File: src/rtl/lcd_write_engine.sv
// lcd_write_engine: HD44780-class character-LCD driver, 8-bit write-only mode.
// After reset it waits for panel power-up and plays the seven-word init
// sequence. It then accepts one {RS, byte} word per data_ready handshake
// while idle. All panel timing comes from a single down-counter; the panel
// busy flag is never read back.
module lcd_write_engine #(
  parameter int T_POWERUP = 1000000,
  parameter int T_WAKE    = 250000,
  parameter int T_CMD     = 2500,
  parameter int T_CLEAR   = 100000,
  parameter int T_SETUP   = 2,
  parameter int T_E_HIGH  = 13,
  parameter int CNT_W     = 20
) (
  input  logic       clock,
  input  logic       internal_reset,
  input  logic       data_ready,
  input  logic [8:0] rom_data,
  output logic       lcd_busy,
  output logic       lcd_rs,
  output logic       lcd_rw,
  output logic       lcd_e,
  output logic [7:0] lcd_data
);

  typedef enum logic [2:0] {
    S_POWERUP = 3'd0,
    S_SETUP   = 3'd1,
    S_EHIGH   = 3'd2,
    S_HOLD    = 3'd3,
    S_IDLE    = 3'd4
  } state_t;

  // Counter load values: a state entered with N-1 lasts exactly N cycles.
  localparam logic [CNT_W-1:0] LD_POWERUP = CNT_W'(T_POWERUP - 1);
  localparam logic [CNT_W-1:0] LD_WAKE    = CNT_W'(T_WAKE - 1);
  localparam logic [CNT_W-1:0] LD_CMD     = CNT_W'(T_CMD - 1);
  localparam logic [CNT_W-1:0] LD_CLEAR   = CNT_W'(T_CLEAR - 1);
  localparam logic [CNT_W-1:0] LD_SETUP   = CNT_W'(T_SETUP - 1);
  localparam logic [CNT_W-1:0] LD_E_HIGH  = CNT_W'(T_E_HIGH - 1);
  localparam logic [CNT_W-1:0] CNT_ZERO   = {CNT_W{1'b0}};
  localparam logic [CNT_W-1:0] CNT_ONE    = {{(CNT_W-1){1'b0}}, 1'b1};

  // Index of the last init entry (seven entries, 0..6).
  localparam logic [2:0] LAST_INIT = 3'd6;
  // Entries below this index are the wake commands that need the long hold.
  localparam logic [2:0] NUM_WAKE  = 3'd2;

  state_t           state_r;
  logic [CNT_W-1:0] cnt_r;
  logic [2:0]       idx_r;
  logic             init_r;
  logic [CNT_W-1:0] hold_load_s;

  // Power-on init table; every entry is a command (RS = 0).
  function automatic logic [7:0] init_byte(input logic [2:0] i);
    logic [7:0] b;
    case (i)
      3'd0:    b = 8'h30;
      3'd1:    b = 8'h30;
      3'd2:    b = 8'h30;
      3'd3:    b = 8'h38;
      3'd4:    b = 8'h0C;
      3'd5:    b = 8'h01;
      3'd6:    b = 8'h06;
      default: b = 8'h00;
    endcase
    return b;
  endfunction

  // Clear display (0x01) and return home (0x02/0x03) need the long hold.
  function automatic logic is_slow_cmd(input logic rs, input logic [7:0] b);
    return (rs == 1'b0) && ((b == 8'h01) || (b == 8'h02) || (b == 8'h03));
  endfunction

  // The panel never drives the bus: read/write pin tied to write.
  assign lcd_rw = 1'b0;

  // Pick the post-strobe hold length from the word currently on the pins.
  always_comb begin
    hold_load_s = LD_CMD;
    if (init_r && (idx_r < NUM_WAKE)) begin
      hold_load_s = LD_WAKE;
    end else if (is_slow_cmd(lcd_rs, lcd_data)) begin
      hold_load_s = LD_CLEAR;
    end else begin
      hold_load_s = LD_CMD;
    end
  end

  // Main sequencer: power-up wait, init playback, and write handshake.
  always_ff @(posedge clock or negedge internal_reset) begin
    if (!internal_reset) begin
      state_r  <= S_POWERUP;
      cnt_r    <= LD_POWERUP;
      idx_r    <= 3'd0;
      init_r   <= 1'b1;
      lcd_busy <= 1'b1;
      lcd_e    <= 1'b0;
      lcd_rs   <= 1'b0;
      lcd_data <= 8'h00;
    end else begin
      case (state_r)
        S_POWERUP: begin
          if (cnt_r == CNT_ZERO) begin
            idx_r    <= 3'd0;
            lcd_rs   <= 1'b0;
            lcd_data <= init_byte(3'd0);
            cnt_r    <= LD_SETUP;
            state_r  <= S_SETUP;
          end else begin
            cnt_r <= cnt_r - CNT_ONE;
          end
        end

        S_SETUP: begin
          if (cnt_r == CNT_ZERO) begin
            lcd_e   <= 1'b1;
            cnt_r   <= LD_E_HIGH;
            state_r <= S_EHIGH;
          end else begin
            cnt_r <= cnt_r - CNT_ONE;
          end
        end

        S_EHIGH: begin
          if (cnt_r == CNT_ZERO) begin
            lcd_e   <= 1'b0;
            cnt_r   <= hold_load_s;
            state_r <= S_HOLD;
          end else begin
            cnt_r <= cnt_r - CNT_ONE;
          end
        end

        S_HOLD: begin
          if (cnt_r == CNT_ZERO) begin
            if (init_r && (idx_r < LAST_INIT)) begin
              idx_r    <= idx_r + 3'd1;
              lcd_rs   <= 1'b0;
              lcd_data <= init_byte(idx_r + 3'd1);
              cnt_r    <= LD_SETUP;
              state_r  <= S_SETUP;
            end else begin
              init_r   <= 1'b0;
              lcd_busy <= 1'b0;
              state_r  <= S_IDLE;
            end
          end else begin
            cnt_r <= cnt_r - CNT_ONE;
          end
        end

        S_IDLE: begin
          lcd_e <= 1'b0;
          if (data_ready) begin
            lcd_rs   <= rom_data[8];
            lcd_data <= rom_data[7:0];
            lcd_busy <= 1'b1;
            cnt_r    <= LD_SETUP;
            state_r  <= S_SETUP;
          end else begin
            lcd_busy <= 1'b0;
          end
        end

        default: begin
          state_r  <= S_POWERUP;
          cnt_r    <= LD_POWERUP;
          idx_r    <= 3'd0;
          init_r   <= 1'b1;
          lcd_busy <= 1'b1;
          lcd_e    <= 1'b0;
          lcd_rs   <= 1'b0;
          lcd_data <= 8'h00;
        end
      endcase
    end
  end

endmodule

File: config.mk
export PLATFORM = sky130hd
export DESIGN_NAME = lcd_write_engine
export DESIGN_NICKNAME = d
export VERILOG_FILES = /design/src/rtl/lcd_write_engine.sv
export SDC_FILE = /design/constraint.sdc
export NUM_CORES = 1
export LEC_CHECK = 0
export ABC_AREA = 1
export CORE_MARGIN = 10
export CORE_UTILIZATION = 52
export DETAILED_ROUTE_END_ITERATION = 12
export PLACE_DENSITY = 0.8
export SKIP_LAST_GASP = 1
export SYNTH_ARGS = -nofsm -noshare
export SYNTH_HDL_FRONTEND = slang
export SYNTH_SLANG_ARGS = --single-unit
export TNS_END_PERCENT = 10
File: constraint.sdc
create_clock -name clock -period 1.8 [get_ports clock]
set_input_delay 0.45 -clock clock [delete_from_list [all_inputs] [get_ports clock]]
set_output_delay 0.45 -clock clock [all_outputs]
set_load 0.05 [all_outputs]
Yosys cells after proc, flatten, opt, wreduce, memory -nomap -nowiden

Index checks and enable logic that the tools add are counted.

Register bits: 38
Input bits: 12
Output and inout port bits: 12
Word-level logic and storage cells: 98

Add/subtract/negate cells: 2
$lt $le $gt $ge: 2
Equality and inequality tests: 21
Multiplexer cells: 38
Bitwise logic cells: 6
Reductions and logical operators: 21

Operator list:

| cell                  | number |
|---|---|
| $mux 20               | 7 |
| $pmux 20 s5           | 1 |
| $mux 8                | 4 |
| $pmux 8 s4            | 1 |
| $pmux 6 s5            | 1 |
| $mux 3                | 9 |
| $logic_not 20->1      | 1 |
| $sub 20x1->20 const B | 1 |
| $mux 17               | 1 |
| $eq 8x2->1 const B    | 2 |
| $pmux 3 s5            | 1 |
| $ne 2x2->1 const B    | 7 |
| $eq 3x2->1 const B    | 4 |
| $eq 3x3->1 const B    | 4 |
| $reduce_and 5->1      | 2 |
| $pmux 3 s3            | 1 |
| $reduce_and 3->1      | 3 |
| $reduce_or 3->1       | 3 |
| $eq 8x1->1 const B    | 1 |
| $mux 1                | 8 |
| $eq 3x1->1 const B    | 2 |
| $logic_not 3->1       | 2 |
| $not 1->1             | 6 |
| $pmux 1 s3            | 2 |
| other kinds (12)      | 16 |

Longest topological paths before layout

Gate-level depths: netlist (run 1).

Word-level depth: 8
Gate-level depth with buffers: 11
Depth with buffers taken out: 11

Worst setup path after synthesis (run 1)

Ideal clock, no wire load.

Path kind: register to register
Start: register cnt_r[0]
End: register lcd_data[6]
Setup time: 120 ps
Data arrival time: 1626 ps
Data required time: 1680 ps
Setup slack: 54 ps
Stages on the path, launching flop included: 11
Buffers on the path: 1
Clock period less this slack: 1746 ps
Cell sequence: dfstp_2 -> inv_1 -> ha_1 -> nand2_2 -> nor2_4 -> nand4_4 -> nand2_2 -> nand3_4 -> buf_8 -> nand2_1 -> o21ai_2

Cells in the longest elaborated chain, start to end: 3
Elaborated cells on any way between the ends: 4
Those cells by class: eq/ne: 2; reduce/logical: 2

Ends and longest elaborated chain:

| element                        | line     | source |
|---|---|---|
| from (decl)                    | 50       | `logic [CNT_W-1:0] cnt_r;` |
| from (signal assigned)         | 112      | `cnt_r <= cnt_r - CNT_ONE;` |
| from (signal assigned)         | 122      | `cnt_r <= cnt_r - CNT_ONE;` |
| from (signal assigned)         | 129      | `cnt_r <= hold_load_s;` |
| $logic_not 20->1 (*)           | 105, 137 |  |
| $ne 2x2->1 (no line)           | --       |  |
| $reduce_and 5->1 (no line) (*) | --       |  |
| to (signal assigned)           | 108      | `lcd_data <= init_byte(3'd0);` |
| to (signal assigned)           | 141      | `lcd_data <= init_byte(idx_r + 3'd1);` |
| to (signal assigned)           | 158      | `lcd_data <= rom_data[7:0];` |
| to (decl)                      | 23       | `output logic [7:0] lcd_data` |

Every way passes the cells marked *; elsewhere a longest branch is shown, timed or not.
A chain may end at the register's enable or synchronous reset.

Final worst setup path (run 1)

Start: register cnt_r[0]
End: register cnt_r[1]

Cells in the longest elaborated chain, start to end: 3
Elaborated cells on any way between the ends: 9
Those cells by class: add/sub: 1; eq/ne: 1; mux: 5; reduce/logical: 2

Ends and longest elaborated chain:

| element                                                  | line | source |
|---|---|---|
| $sub 20x1->20 / $logic_not 20->1 (equally long branches) | --   |  |
| $mux 20 (tied with other cells)                          | 137  | `if (cnt_r == CNT_ZERO) begin` |
| $pmux 20 s5 / $reduce_and 2->1 (equally long branches)   | --   |  |

Parallel ways exist; a longest one is shown, timed or not.

==> summary.txt, run 1 <==
Outcome
  – Status: complete, no violations

Worst setup path
  – Crit path buffers/inverters: 2
  – Top Family by Delay on Critical Path: simple AND/OR/NAND/NOR gates
  – Setup crit end kind: flip-flop
  – WP depth: 10
  – Worst setup endpoint: cnt_r[1]
  – Startpoint Class: flip-flop
  – Worst R2R Setup Slack: 0.03 ns
  – CP arrival: 1.99 ns
  – Kind of critical path: reg2reg
  – Worst Reg-to-Reg Cells: 10
  – Slowest CP cell: dfstp_2
  – Worst Path Required: 2.02 ns
  – FF-to-FF End: cnt_r[1]
  – Worst r2r src: cnt_r[0]
  – CP max stage delay: approximately 0.37 ns
  – Critical path launch point: cnt_r[0]
  – Critical-path cell list: inv_1 -> ha_2 -> nand2_2 -> nor2_4 -> nand4_4 -> buf_6 -> nand2_4 -> nand2_1 -> a21oi_1 -> o21ai_0
  – Worst-path fanout max: 6

Power and ir drop
  – Leakage: 0.00163 uW
  – Peak VDD IR: 0.440 mV
  – Power Dens Cells: around 530 nW/um2

Floorplanning
  – Site row count: 25
  – Die Wd: 90.4 um
  – Vert. Die Dim: 90.4 um
  – Top-Level Pins: 24
  – Die area: 8160 um2
  – Core footprint: 4750 um2
  – Starting Density: 54.1%

Timing
  – Slew Viols, Final: 0
  – Final Critical Period: between 1.5 and 2 ns
  – Endpoints failing hold: 0
  – Post-Route Setup TNS: 0 ns
  – Worst hold margin: between 0.08 and 0.09 ns
  – Final setup violation count: 0
  – RSZ-0062 raised after global routing: yes
  – Final clock period utilization by the worst path: 98.5%
  – Clock skew: 0.00369 ns
  – Maximum clock rate: 564 MHz

Synth
  – Fraction of registers with async set/reset: 100%
  – Cell count after synthesis: about 350
  – Distinct cells, synth: 35
  – Sequential fraction of the synthesis area: 37.6%
  – Dominant synthesized flop cell: dfrtp_1
  – Synth Warn #: 0
  – Synthesized flop and latch total: 38
  – Number of flops mapped to enable cells by yosys: 0
  – Mapped Nets: between 300 and 400
  – Mapped cell area: 2570 um2
  – Mean Syn Cell Area: 7.33 um2

Clock tree
  – CTS tree: done
  – CTS Sinks: 38
  – Clock Tree Root: clkbuf_8
  – CTS Buf Count: 5
  – Bufs on Longest Clock Path: 2
  – CTS Hold Bufs: 0
  – Clk_lat worst skew: around 0.29 ns
  – Htree depth: 2
  – Clock slew at reported path FFs: roughly 0.07 ns

Route
  – Iteration-0 DRC count of the detailed router: 298
  – Vias/cell: 5.40
  – Overall routed net length: 7080 um
  – Via count: 2610
  – Wire per inst: 14.7 um
  – Final ANT Viol Nets: 0
  – Drt first pass iters: 5
  – DR DRC count: 0

Final layout
  – Diode count: 0
  – Area Growth Syn to Fin: 31.2%
  – Fin nets: 437
  – Fillers: 370
  – Share of cells above drive strength 1: 27.2%
  – Post-route cell area: between 3000 and 4000 um2

Global routing
  – Number of global-route vias before repair: 2340
  – Initial antenna violation count: 0
  – Largest net degree at the start of global routing: 22
  – GR Overflow Total: 0
  – GRT Total Usage: 16.1%
  – Global-route wire length before repair: between 10000 and 15000 um

Hold path
  – Worst Hold Class: in2async

Placed design
  – Port-buffer cells: 22
  – Post-DP Area: around 3100 um2
  – Dpl hpwl: 4940 um
  – GP Congestion: 0.862

Job
  – Max-Cap Viols: 0
## cell families after synthesis
| group | after synthesis | share of synthesized area (%) |
|---|---|---|
| xor gates and xnor gates | 9 | 3.06 |
| buffers and inverters | 55 | 9.19 |
| other | 1 | 0.146 |
| AOI/OAI and AO/OA | 50 | 12.2 |
| DFF | 38 | 37.6 |
| adders and majority gates | 10 | 4.86 |
| and+or+nand+nor | 188 | 32.9 |
## area by class of cell
type | count | area [um2] | share of cell area, %
Sequential cell | 38 | 970 | 28.7
Clock inverter | 2 | 60.1 | 1.78
Multi-Input combinational cell | 259 | 1460 | 43.1
Clock buffer | 6 | 82.6 | 2.45
Tap cell | 67 | 83.8 | 2.48
Timing Repair Buffer | 60 | 531 | 15.7
Inverter | 51 | 194 | 5.74
## cells in the mapped netlist, types with 8 or more instances
library cell / instances / share of area, %
dfstp_2: 14 / 14
nand2_1: 91 / 13
nand3_1: 33 / 6.4
xor2_1: 8 / 2.7
nor2_1: 44 / 6.4
o21ai_2: 9 / 3.1
o21ai_0: 21 / 4.1
inv_1: 46 / 6.7
dfrtp_1: 24 / 23
a21oi_1: 12 / 2.3
ha_1: 10 / 4.9
## metal layers
metal	vias to the layer above	part of all wire, %	GRT usage [%]
met3	15	7.0	4.07
met4	0	1.5	4.91
met5	-	0	0
li1	1252	-	-
met2	117	49	26.8
met1	1226	43	20.1
## per-stage QoR
stage | power (uW) | worst slack (ns) | instances | utilization, %
detailed placement | 920 | -0.0205 | 467 | 64.6
global route | 1870 | -0.0776 | 483 | 71.0
global placement | 920 | 0.0479 | 467 | 64.6
floorplan | 877 | 0.0543 | 351 | -
CTS | 1810 | -0.0134 | 477 | 67.9
finish | 1800 | 0.0268 | 483 | 71.0
## cells in the final DEF, fill, tap and decap left out, drive strengths merged
cell and n:
nand3 36, nor3 1, and2 1, clkbuf 6, o21ai 31, xnor2 1, xor2 8, clkdlybuf4s50 10
inv 51, dfstp 14, nand4 6, conb 1, o21bai 1, nor2 47, nand2 95, a22o 1
or2 1, o211ai 3, bufinv 2, ha 10, a31o 1, a21oi 12, buf 50, nand3b 2
dfrtp 24, o22ai 1
## worst min-delay path by stage
stage | to | slack [ns] | cells after the start
floorplan | cnt_r[10] | 0.15 | 0
global placement | lcd_data[6] | 0.42 | 1
detailed placement | lcd_data[6] | 0.41 | 1
CTS | lcd_data[6] | 0.1 | 1
global route | lcd_data[6] | 0.1 | 1
finish | lcd_data[6] | 0.09 | 1
## what timing repair did
| action | CTS | global route |
|---|---|---|
| hold endpoints to repair | 0 | 0 |
| pin swaps | 1 | 3 |
| cloned | 0 | 1 |
| endpoints found under the setup margin | 9 | 35 |
| setup buffers | 2 | 5 |
| resized for setup | 1 | 31 |
## power breakdown
group / total (uW) / switching [uW] / internal [uW]
Clock: 897 / 306 / 591
Sequential: 855 / 0 / 855
Combinational: 49.0 / 25.1 / 23.8
Total: 1800 / 331 / 1470
## state kept, by name, indices dropped and copies added (netlist names)
name	count
lcd_rs	1
lcd_busy	1
state_r	3
lcd_data	8
lcd_e	1
init_r	1
cnt_r	20
idx_r	3
Power figures use the tool's default switching activity.
==> run 2, diff against run 1 <==
--- a/config.mk
+++ b/config.mk
@@ -6,6 +6,7 @@
 export NUM_CORES = 1
 export LEC_CHECK = 0
 export ABC_AREA = 1
+export ABC_CLOCK_PERIOD_IN_PS = 1800
 export CORE_MARGIN = 10
 export CORE_UTILIZATION = 52
 export DETAILED_ROUTE_END_ITERATION = 12
==> results of run 2 <==
Final layout, timing and power as in run 1 (identical DEF).
==> run 3, diff against run 2 <==
--- a/config.mk
+++ b/config.mk
@@ -8,9 +8,9 @@
 export ABC_AREA = 1
 export ABC_CLOCK_PERIOD_IN_PS = 1800
 export CORE_MARGIN = 10
-export CORE_UTILIZATION = 52
+export CORE_UTILIZATION = 40
 export DETAILED_ROUTE_END_ITERATION = 12
-export PLACE_DENSITY = 0.8
+export PLACE_DENSITY = 0.65
 export SKIP_LAST_GASP = 1
 export SYNTH_ARGS = -nofsm -noshare
 export SYNTH_HDL_FRONTEND = slang
==> summary.txt, run 3 (synthesized netlist as in run 1, its figures left out) <==
Outcome
  – Status: complete, no violations

Floorplanning
  – Die Wd: 100 um
  – Site row count: 29
  – Die area: 10000 um2
  – Vert. Die Dim: 100 um
  – Core footprint: 6310 um2
  – Top-Level Pins: 24
  – Starting Density: 40.8%

Global routing
  – Global-route wire length before repair: 11300 um
  – Largest net degree at the start of global routing: 22
  – Initial antenna violation count: 0
  – GR Overflow Total: 0
  – Number of global-route vias before repair: 2371
  – GRT Total Usage: 13.6%

Clock tree
  – Htree depth: 2
  – CTS tree: done
  – Clock slew at reported path FFs: 0.08 ns
  – CTS Buf Count: 5
  – CTS Sinks: 38
  – CTS Hold Bufs: 0
  – Clk_lat worst skew: 0.29 ns
  – Bufs on Longest Clock Path: 2
  – Clock Tree Root: clkbuf_8

Worst setup path
  – Worst-path fanout max: 8
  – FF-to-FF End: cnt_r[6]
  – CP max stage delay: 0.38 ns
  – Worst Reg-to-Reg Cells: 9
  – Startpoint Class: flip-flop
  – Slowest CP cell: dfstp_2
  – Worst R2R Setup Slack: 0.04 ns
  – Setup crit end kind: flip-flop
  – CP arrival: 1.97 ns
  – Kind of critical path: reg2reg
  – Worst Path Required: 2.01 ns
  – Worst r2r src: cnt_r[1]
  – Critical-path cell list: inv_2 -> ha_4 -> nand2_4 -> nor2_4 -> nand4_4 -> o21ai_4 -> buf_4 -> nand2_1 -> o211ai_1

Placed design
  – Dpl hpwl: 5210 um
  – Cells after DPL: 486
  – Port-buffer cells: 22
  – GP Congestion: 0.854

Final layout
  – Share of cells above drive strength 1: 30.4%
  – Reg with most FFs: cnt_r
  – Fin nets: about 450
  – Area of the multi-input gates: ~1500 um2
  – Commonest non-fill, non-tap cell in the layout: nand2_1
  – Diode count: 0
  – Fillers: 617
  – Fin cells: 505
  – FF+latch area: 970 um2
  – Biggest regs: cnt_r: 20 flops, lcd_data: 8 flops
  – Most frequent cells in the layout: 89 x nand2_1, 58 x buf_4, 43 x inv_1, 37 x nor2_1, 32 x nand3_1
  – Number of flip-flops in the largest register: 20
  – Area Growth Syn to Fin: 32.1%

Route
  – Via count: 2486
  – Wire per inst: between 10 and 15 um
  – Overall routed net length: 6910 um
  – DR DRC count: 0
  – Iteration-0 DRC count of the detailed router: approximately 140
  – Vias/cell: 4.92
  – Drt first pass iters: 4
  – Final ANT Viol Nets: 0

Power and ir drop
  – Power Dens Cells: 452 nW/um2
  – Leakage: 0.00167 uW
  – Clock share of power: about 41%
  – Internal power: 1190 uW
  – Net Sw Power: 351 uW
  – Flop pwr share: a little under three fifths
  – Sw Share: 22.8%
  – Comb pwr share: under 10%
  – Peak VDD IR: 0.343 mV

Timing
  – Slew Viols, Final: 0
  – Final setup violation count: 0
  – Maximum clock rate: 568 MHz
  – Worst hold margin: 0.0938 ns
  – RSZ-0062 raised after global routing: yes
  – Endpoints failing hold: 0
  – Clock skew: approximately 0.0038 ns
  – Final Critical Period: 1.76 ns
  – Final clock period utilization by the worst path: a little over nine tenths

Hold path
  – Worst Hold Class: in2async

Job
  – Max-Cap Viols: 0
-- run 3: changes by cell type in the layout (fill, tap and decap cells not counted), sizes merged --
cell and delta:
clkinv +1, bufinv -2, clkinvlp +1, buf +12
-- run 3: metrics by stage --
step | area [um2] | TNS (ns) | total power [uW] | util [%] | setup WS (ns)
4_1_cts | 3250 | -0.904 | 1550 | 51.5 | -0.0511
2_1_floorplan | 2570 | 0 | 877 | - | 0.0543
6_report | 3400 | 0 | 1540 | 53.8 | 0.0401
3_5_place_dp | 3140 | -0.208 | 921 | 49.7 | -0.0549
3_3_place_gp | 3140 | 0 | 921 | 49.7 | 0.0227
5_1_grt | 3400 | -1.04 | 1600 | 53.8 | -0.0677
-- run 3: worst max-delay path, delay by kind of cell (launching register included) --
| kind | cells | cell delay (ns) |
|---|---|---|
| AOI/OAI and AO/OA | 2 | 0.38 |
| DFF | 1 | 0.38 |
| buffers and inverters | 2 | 0.27 |
| and+or+nand+nor | 4 | 0.49 |
| adders and majority gates | 1 | 0.15 |
-- run 3: timing repair --
item	in CTS	in global routing
endpoints found under the hold margin	0	0
pin swaps	1	8
gates cloned	0	1
buffers inserted	2	8
endpoints found under the setup margin	31	37
gates resized for setup	1	31
-- run 3: how the worst max path moves through the flow --
stage	from	to	cells after the start
final	cnt_r[1]	cnt_r[6]	9
after global routing	cnt_r[1]	cnt_r[7]	8
after CTS	cnt_r[0]	lcd_data[6]	9
after detailed placement	cnt_r[0]	cnt_r[6]	9
after global placement	cnt_r[0]	cnt_r[8]	9
after floorplan	cnt_r[0]	lcd_data[6]	10
-- run 3: routing by layer --
metal | routed length, um | vias to the layer above | GRT usage [%]
li1 | - | 1278 | -
met1 | 3270 | 1156 | 17.6
met2 | 3240 | 45 | 21.8
met3 | 293 | 7 | 2.68
met4 | 103 | 0 | 4.78
met5 | 0 | - | 0
-- run 3: layout make-up --
class,instances,share of cell area (%)
sequential,38,28.5
tap,77,2.83
clock inverter,2,0.368
inverter,51,5.63
clock buffer,6,2.43
multi-input combinational,259,42.8
timing repair buffer,72,17.4
-- run 3: power groups by stage --
stage,sequential (uW),combinational (uW),clock (uW)
after floorplan,870,6.24,0
after global placement,870,50.8,0
after detailed placement,870,51.0,0
after CTS,855,51.0,646
after global routing,855,53.9,690
final,855,49.7,633
